$ cat src/rtl/recv_serial.sv
// recv_serial: 8N1 serial receiver, WAIT_DIV clocks per bit, mid-bit sampling.
// Define RECV_SERIAL_ERR_EN to add the frame_err output; bad stop bits then do not update data_out.
module recv_serial #(
    parameter int WAIT_DIV = 868
) (
    input  logic       clk,
    input  logic       rst,
    input  logic       data_in,
    output logic [7:0] data_out,
    output logic       valid,
    output logic       busy
`ifdef RECV_SERIAL_ERR_EN
    ,
    output logic       frame_err
`endif
);

    localparam int WCW = $clog2(WAIT_DIV);
    localparam logic [WCW-1:0] HALF_LAST = WCW'(WAIT_DIV / 2 - 1);
    localparam logic [WCW-1:0] BIT_LAST  = WCW'(WAIT_DIV - 1);

    typedef enum logic [1:0] {
        IDLE,
        START,
        DATA,
        STOP
    } state_e;

    state_e           state_q, state_d;
    logic [WCW-1:0]   wait_cnt_q, wait_cnt_d;
    logic [2:0]       bit_cnt_q, bit_cnt_d;
    logic [7:0]       shreg_q, shreg_d;
    logic [7:0]       data_out_q, data_out_d;
    logic             valid_q, valid_d;
    logic             rx_meta_q, rx_s_q, rx_prev_q;
`ifdef RECV_SERIAL_ERR_EN
    logic             frame_err_q, frame_err_d;
`endif

    // Synchronizer and edge-detect flops reset to the idle (high) line level,
    // so reset itself never looks like a start edge.
    always_ff @(posedge clk) begin
        // NOTE: non-blocking assignments keep every flop sampling pre-edge values, whatever the statement order.
        if (rst) begin
            rx_meta_q <= 1'b1;
            rx_s_q    <= 1'b1;
            rx_prev_q <= 1'b1;
        end else begin
            rx_meta_q <= data_in;
            rx_s_q    <= rx_meta_q;
            rx_prev_q <= rx_s_q;
        end
    end

    always_ff @(posedge clk) begin
        if (rst) begin
            state_q    <= IDLE;
            wait_cnt_q <= '0;
            bit_cnt_q  <= '0;
            shreg_q    <= '0;
            data_out_q <= '0;
            valid_q    <= 1'b0;
`ifdef RECV_SERIAL_ERR_EN
            frame_err_q <= 1'b0;
`endif
        end else begin
            state_q    <= state_d;
            wait_cnt_q <= wait_cnt_d;
            bit_cnt_q  <= bit_cnt_d;
            shreg_q    <= shreg_d;
            data_out_q <= data_out_d;
            valid_q    <= valid_d;
`ifdef RECV_SERIAL_ERR_EN
            frame_err_q <= frame_err_d;
`endif
        end
    end

    always_comb begin
        // NOTE: every output of this block gets a default first, so no path can infer a latch.
        state_d    = state_q;
        wait_cnt_d = wait_cnt_q + WCW'(1);
        bit_cnt_d  = bit_cnt_q;
        shreg_d    = shreg_q;
        data_out_d = data_out_q;
        valid_d    = 1'b0;
`ifdef RECV_SERIAL_ERR_EN
        frame_err_d = 1'b0;
`endif
        unique case (state_q)
            IDLE: begin
                wait_cnt_d = '0;
                if (rx_prev_q && !rx_s_q) begin
                    state_d = START;
                end
            end
            START: begin
                if (wait_cnt_q == HALF_LAST) begin
                    wait_cnt_d = '0;
                    bit_cnt_d  = '0;
                    // A start bit that is high again at mid-bit was a glitch.
                    state_d    = rx_s_q ? IDLE : DATA;
                end
            end
            DATA: begin
                if (wait_cnt_q == BIT_LAST) begin
                    wait_cnt_d = '0;
                    shreg_d    = {rx_s_q, shreg_q[7:1]};
                    bit_cnt_d  = bit_cnt_q + 3'd1;
                    if (bit_cnt_q == 3'd7) begin
                        state_d = STOP;
                    end
                end
            end
            STOP: begin
                if (wait_cnt_q == BIT_LAST) begin
                    wait_cnt_d = '0;
                    state_d    = IDLE;
`ifdef RECV_SERIAL_ERR_EN
                    if (rx_s_q) begin
                        valid_d    = 1'b1;
                        data_out_d = shreg_q;
                    end else begin
                        frame_err_d = 1'b1;
                    end
`else
                    valid_d    = 1'b1;
                    data_out_d = shreg_q;
`endif
                end
            end
            default: state_d = IDLE;
        endcase
    end

    assign data_out = data_out_q;
    assign valid    = valid_q;
    assign busy     = (state_q != IDLE);
`ifdef RECV_SERIAL_ERR_EN
    assign frame_err = frame_err_q;
`endif

endmodule

$ cat config.mk
export PLATFORM = sky130hd
export DESIGN_NAME = recv_serial
export DESIGN_NICKNAME = d
export VERILOG_FILES = /design/src/rtl/recv_serial.sv
export SDC_FILE = /design/constraint.sdc
export NUM_CORES = 1
export LEC_CHECK = 0
export BUFFER_PORTS_ARGS = -buffer_cell sky130_fd_sc_hd__buf_2
export CORE_AREA = 10 10 65 67
export CTS_CLUSTER_SIZE = 20
export DETAILED_ROUTE_END_ITERATION = 12
export DIE_AREA = 0 0 75 77
export GPL_TIMING_DRIVEN = 1
export PLACE_DENSITY = 0.76
export SLEW_MARGIN = 20
export SYNTH_ARGS = -nofsm -noshare
export SYNTH_HDL_FRONTEND = slang
export SYNTH_SLANG_ARGS = --single-unit
$ cat constraint.sdc
create_clock -name clk -period 1.6 [get_ports clk]
set_input_delay 0.32 -clock clk [delete_from_list [all_inputs] [get_ports clk]]
set_output_delay 0.32 -clock clk [all_outputs]
set_load 0.05 [all_outputs]
Word level (Yosys, flattened, before mapping)
Index checks and enable logic that the tools add are counted.

Register bits: 35. Latch bits: 0. Bits in writable memories: 0. Bits in read-only memories: 0. Memories kept: 0.

Add/sub/neg operators: 2. Multiply operators: 0. Div/mod/pow operators: 0. Magnitude comparators: 0. Equal/unequal tests: 11. Shift-type cells: 0. Mux-type cells: 14. Bitwise gates (word level): 1. Reduce and logical (&&, ||, !) cells: 11.

Operator list (number): 10-bit one-hot mux with 3 select lines (1); 10-bit 2-to-1 mux (2); 2-bit 2-to-1 mux (6); 10-bit by 1-bit adder with 10-bit output (second input constant) (1); 10-bit == test (second input constant) (1); 10-bit by 9-bit == test with 1-bit output (second input constant) (1); 2-bit != test (second input constant) (5); 2-bit one-hot mux with 4 select lines (1); 3-bit 2-to-1 mux (2); 3-bit one-hot mux with 2 select lines (1); 5-bit AND reduction (1); 2-bit == test (second input constant) (2); 2-bit AND reduction (2); 2-bit nonzero test (2); 2-bit OR reduction (2); 3-bit by 1-bit adder with 3-bit output (second input constant) (1); 3-bit == test (second input constant) (1); 3-bit AND reduction (1); 2-bit by 1-bit == test with 1-bit output (second input constant) (1); 2-bit zero test (1); 1-bit logical AND (1); 1-bit zero test (1); 1-bit 2-to-1 mux (1); 1-bit NOT (1).

Longest topological paths before layout
Depth in word-level cells: 4. Mapped depth: 6.

Worst setup path after synthesis
Ideal clock, no wire load.

Kind: register to register. Start: register wait_cnt_q[2]. End: register shreg_q[0]. Setup time: 0.128 ns. Arrival: 1.550 ns. Required time: 1.472 ns. Slack: -0.078 ns. Cell stages (with the launch flop): 6. Buffers on the path: 1. Cell sequence: dfxtp_1 or3b_4 nor4_4 buf_6 mux2i_1 nor2_1.

Word-level cells in the longest chain between the ends: 2.

Ends and longest elaborated chain: start, declared (line 30) `logic [WCW-1:0] wait_cnt_q, wait_cnt_d;`; start signal, assigned (line 68) `wait_cnt_q <= wait_cnt_d;`; 10-bit == test (line 106) `if (wait_cnt_q == BIT_LAST) begin`; 2-bit AND reduction (no source line); end signal, assigned (line 70) `shreg_q <= shreg_d;`; end, declared (line 32) `logic [7:0] shreg_q, shreg_d;`.

No other way between the ends. A chain may end at the register's enable or synchronous reset.

Worst setup path after layout
Start: register wait_cnt_q[2]. End: register data_out_q[0] (netlist: data_out[0]).

Word-level cells in the longest chain between the ends: 2.

Ends and longest elaborated chain: 10-bit == test (line 116) `if (wait_cnt_q == BIT_LAST) begin`; 2-bit AND reduction (no source line); end signal, assigned (line 71) `data_out_q <= data_out_d;`; end, declared (line 33) `logic [7:0] data_out_q, data_out_d;`.

No other way between the ends.

==> summary.md <==
| Metric | Value |
|---|---|
| Max Buffers Root-to-Sink | `2` |
| Final ANT Viol Nets | `0` |
| Worst-path clk slew | `0.10 ns` |
| Die ar. | `5780 sq um` |
| Final net count | `184` |
| Starting DRT DRC Count | `91` |
| Share of cells above drive strength 1 | `29.2%` |
| Non-filler cells in the finished layout | `211` |
| RSZ-0062 raised after global routing | `true` |
| DR DRC count | `0` |
| Top cell type's share of synthesized area | `46.6%` |
| Layout Area Growth over Synthesis | `18.7%` |
| CTS tree | `yes` |
| Worst hold slack | `0.148 ns` |
| Worst VDD drop | `585 uV` |
| Fin util | `59.9%` |
| Required @ worst endpoint | `1.83 ns` |
| Final WS setup | `0.0518 ns` |
| I/O Buffers | `12` |
| Register area share after synthesis | `46.6%` |
| Wirelength, routed | `2880 um` |
| EDFF count, synth | `0` |
| Vert. Die Dim | `77 um` |
| Synth area leader | `dfxtp_1` |
| Tcrit/Tclk final | `96.8%` |
| Via/cell ratio | `5.29` |
| Mapped Cells | `148` |
| Placed Cells | `201` |
| Final HPWL DP | `2010 um` |
| Clk_lat worst skew | `0.34 ns` |
| Most frequent cell after synthesis | `dfxtp_1` |
| Yosys cell types | `36` |
| Ant diodes | `0` |
| Root Driver | `clkbuf_4` |
| Synthesized area per cell | `10.2 sq um` |
| Worst Path Arrival | `1.78 ns` |
| HP Class | `in2reg` |
| Static leakage | `0.723 nW` |
| DR pass1 iterations | `4` |
| CP Launch Type | `register` |
| Via count | `1,117` |
| Area after DPL | `1670 sq um` |
| Worst Path Max Fanout | `5` |
| All-Layer GR Usage | `10.5%` |
| Total power | `1.38 mW` |
| Slew at the pin closest to its max-slew limit | `0.290 ns` |
| Post-synthesis instance area | `1500 sq um` |
| Post-synthesis net count | `155` |
| Synthesized flop and latch total | `35` |
| Final setup viols | `0` |
| Initial antenna violation count | `0` |
| Max Cap Viol | `0` |
| Status | `finished, final reports clean` |
| CTS buffer count | `5` |
| Pre-CTS setup slack | `0.0145 ns` |
| Largest net degree at the start of global routing | `22` |
| Setup crit end kind | `register` |
| Final Critical Period | `1.55 ns` |
| First-pass GRT wire length | `4810 um` |
| Core area | `2980 sq um` |
| Initial Utilization | `50.5%` |
| Worst Setup Path Type | `reg2reg` |
| Final slew viol count | `0` |
| Post-synth top cells | `dfxtp_1 (35), nor2_1 (27), mux2i_1 (16), nand4_1 (7), xor2_1 (6)` |
| Fin Setup TNS | `0 ns` |
| DR WL/cell | `13.7 um` |
| F_max | `646 MHz` |
| Primary FF master, synth | `dfxtp_1` |
| Synth top area cells | `dfxtp_1 (47%), mux2i_1 (11%), nor2_1 (6.7%)` |
| Final instance area | `1780 sq um` |
| CTS H-Tree Depth | `2` |
| Die W | `75 um` |
| Synth warn | `0` |
| Fin. Hold Viols | `0` |
| Vias in the first global route | `1,083` |
| Grt ovf | `0` |
| Async set-reset flop share out of synthesis | `0%` |
| Row Count | `20` |
| PD cells | `775 nW/um^2` |
| Slew Limit Headroom | `80.4%` |
| Number of clock sinks | `35` |
| RePlAce Congestion | `0.845` |
| Io pins | `13` |
| Skew final | `0.0106 ns` |
==> power breakdown <==
group          switching, mW  leakage (nW)  internal [mW]
clock network          0.289        0.0293          0.171
logic                 0.0251         0.408         0.0148
registers            0.00462         0.286          0.876
total                  0.319         0.723           1.06
==> path summary, 6_finish.rpt <==
check | start | endpoint | slack (ns) | depth (start not counted)
min | data_in | rx_meta_q$_SDFF_PP1_ | 0.15 | 2
min reg2reg | rx_meta_q$_SDFF_PP1_ | rx_s_q$_SDFF_PP1_ | 0.42 | 1
max | wait_cnt_q[2]$_SDFF_PP0_ | data_out[0]$_SDFFE_PP0P_ | 0.05 | 5
max reg2reg | wait_cnt_q[2]$_SDFF_PP0_ | data_out[0]$_SDFFE_PP0P_ | 0.05 | 5
==> cell type report <==
cell class / count / area (sq um)
fill: 252 / 1190
clock inverter: 1 / 5.00
timing repair buffer: 28 / 203
inverter: 5 / 18.8
tap: 33 / 41.3
sequential: 35 / 708
clock buffer: 7 / 45.0
multi-input combinational: 102 / 762
==> sequential cells by signal, indices dropped and copies added (netlist names), named ones only <==
signal      cells
bit_cnt_q       3
shreg_q         8
rx_s_q          1
state_q         1
rx_prev_q       1
rx_meta_q       1
valid           1
data_out        8
wait_cnt_q     10
==> critical path: stages (launching register included) <==
cell,delay (ns)
dfxtp_1,0.32
or3b_4,0.46
nor4_4,0.22
buf_4,0.21
mux2i_1,0.19
nor2_1,0.05
==> per-layer routing <==
| layer | track usage (%) | vias up | part of all wire (%) |
|---|---|---|---|
| li1 | - | 567 | - |
| met1 | 13.1 | 517 | 48 |
| met2 | 15.1 | 25 | 45 |
| met3 | 4.89 | 8 | 4.5 |
| met4 | 4.17 | 0 | 1.7 |
| met5 | 0 | - | 0 |
==> cells by family (layout without fill, tap and decap cells) <==
| kind of cell | after synthesis | in the layout | share of synthesized area (%) |
|---|---|---|---|
| multiplexers | 16 | 16 | 10.7 |
| adder cells (fa/ha/maj) | 4 | 4 | 3.33 |
| XOR/XNOR | 8 | 8 | 4.66 |
| buffers and inverters | 11 | 41 | 5.33 |
| AO/OA/AOI/OAI | 11 | 11 | 5.08 |
| flip-flops | 35 | 35 | 46.6 |
| AND/OR/NAND/NOR | 63 | 63 | 24.3 |
==> layout by cell type, fill, tap and decap left out, drive strengths merged, types with 3 or more instances in the layout <==
master and instances:
mux2i 16, nor2 27, a21oi 4, ha 4, nand4 7, nand2 5
nor3 3, inv 5, xor2 6, buf 28, clkbuf 7, nand3b 4
dfxtp 35, or2 3
==> timing repair <==
action,in CTS,in global routing
endpoints found under the setup margin,10,30
resized for setup,3,14
setup buffers,1,0
pin swaps,0,2
hold endpoints to repair,0,0
hold buffers,0,0
gates cloned,0,1
(Power assumes the default switching activity.)
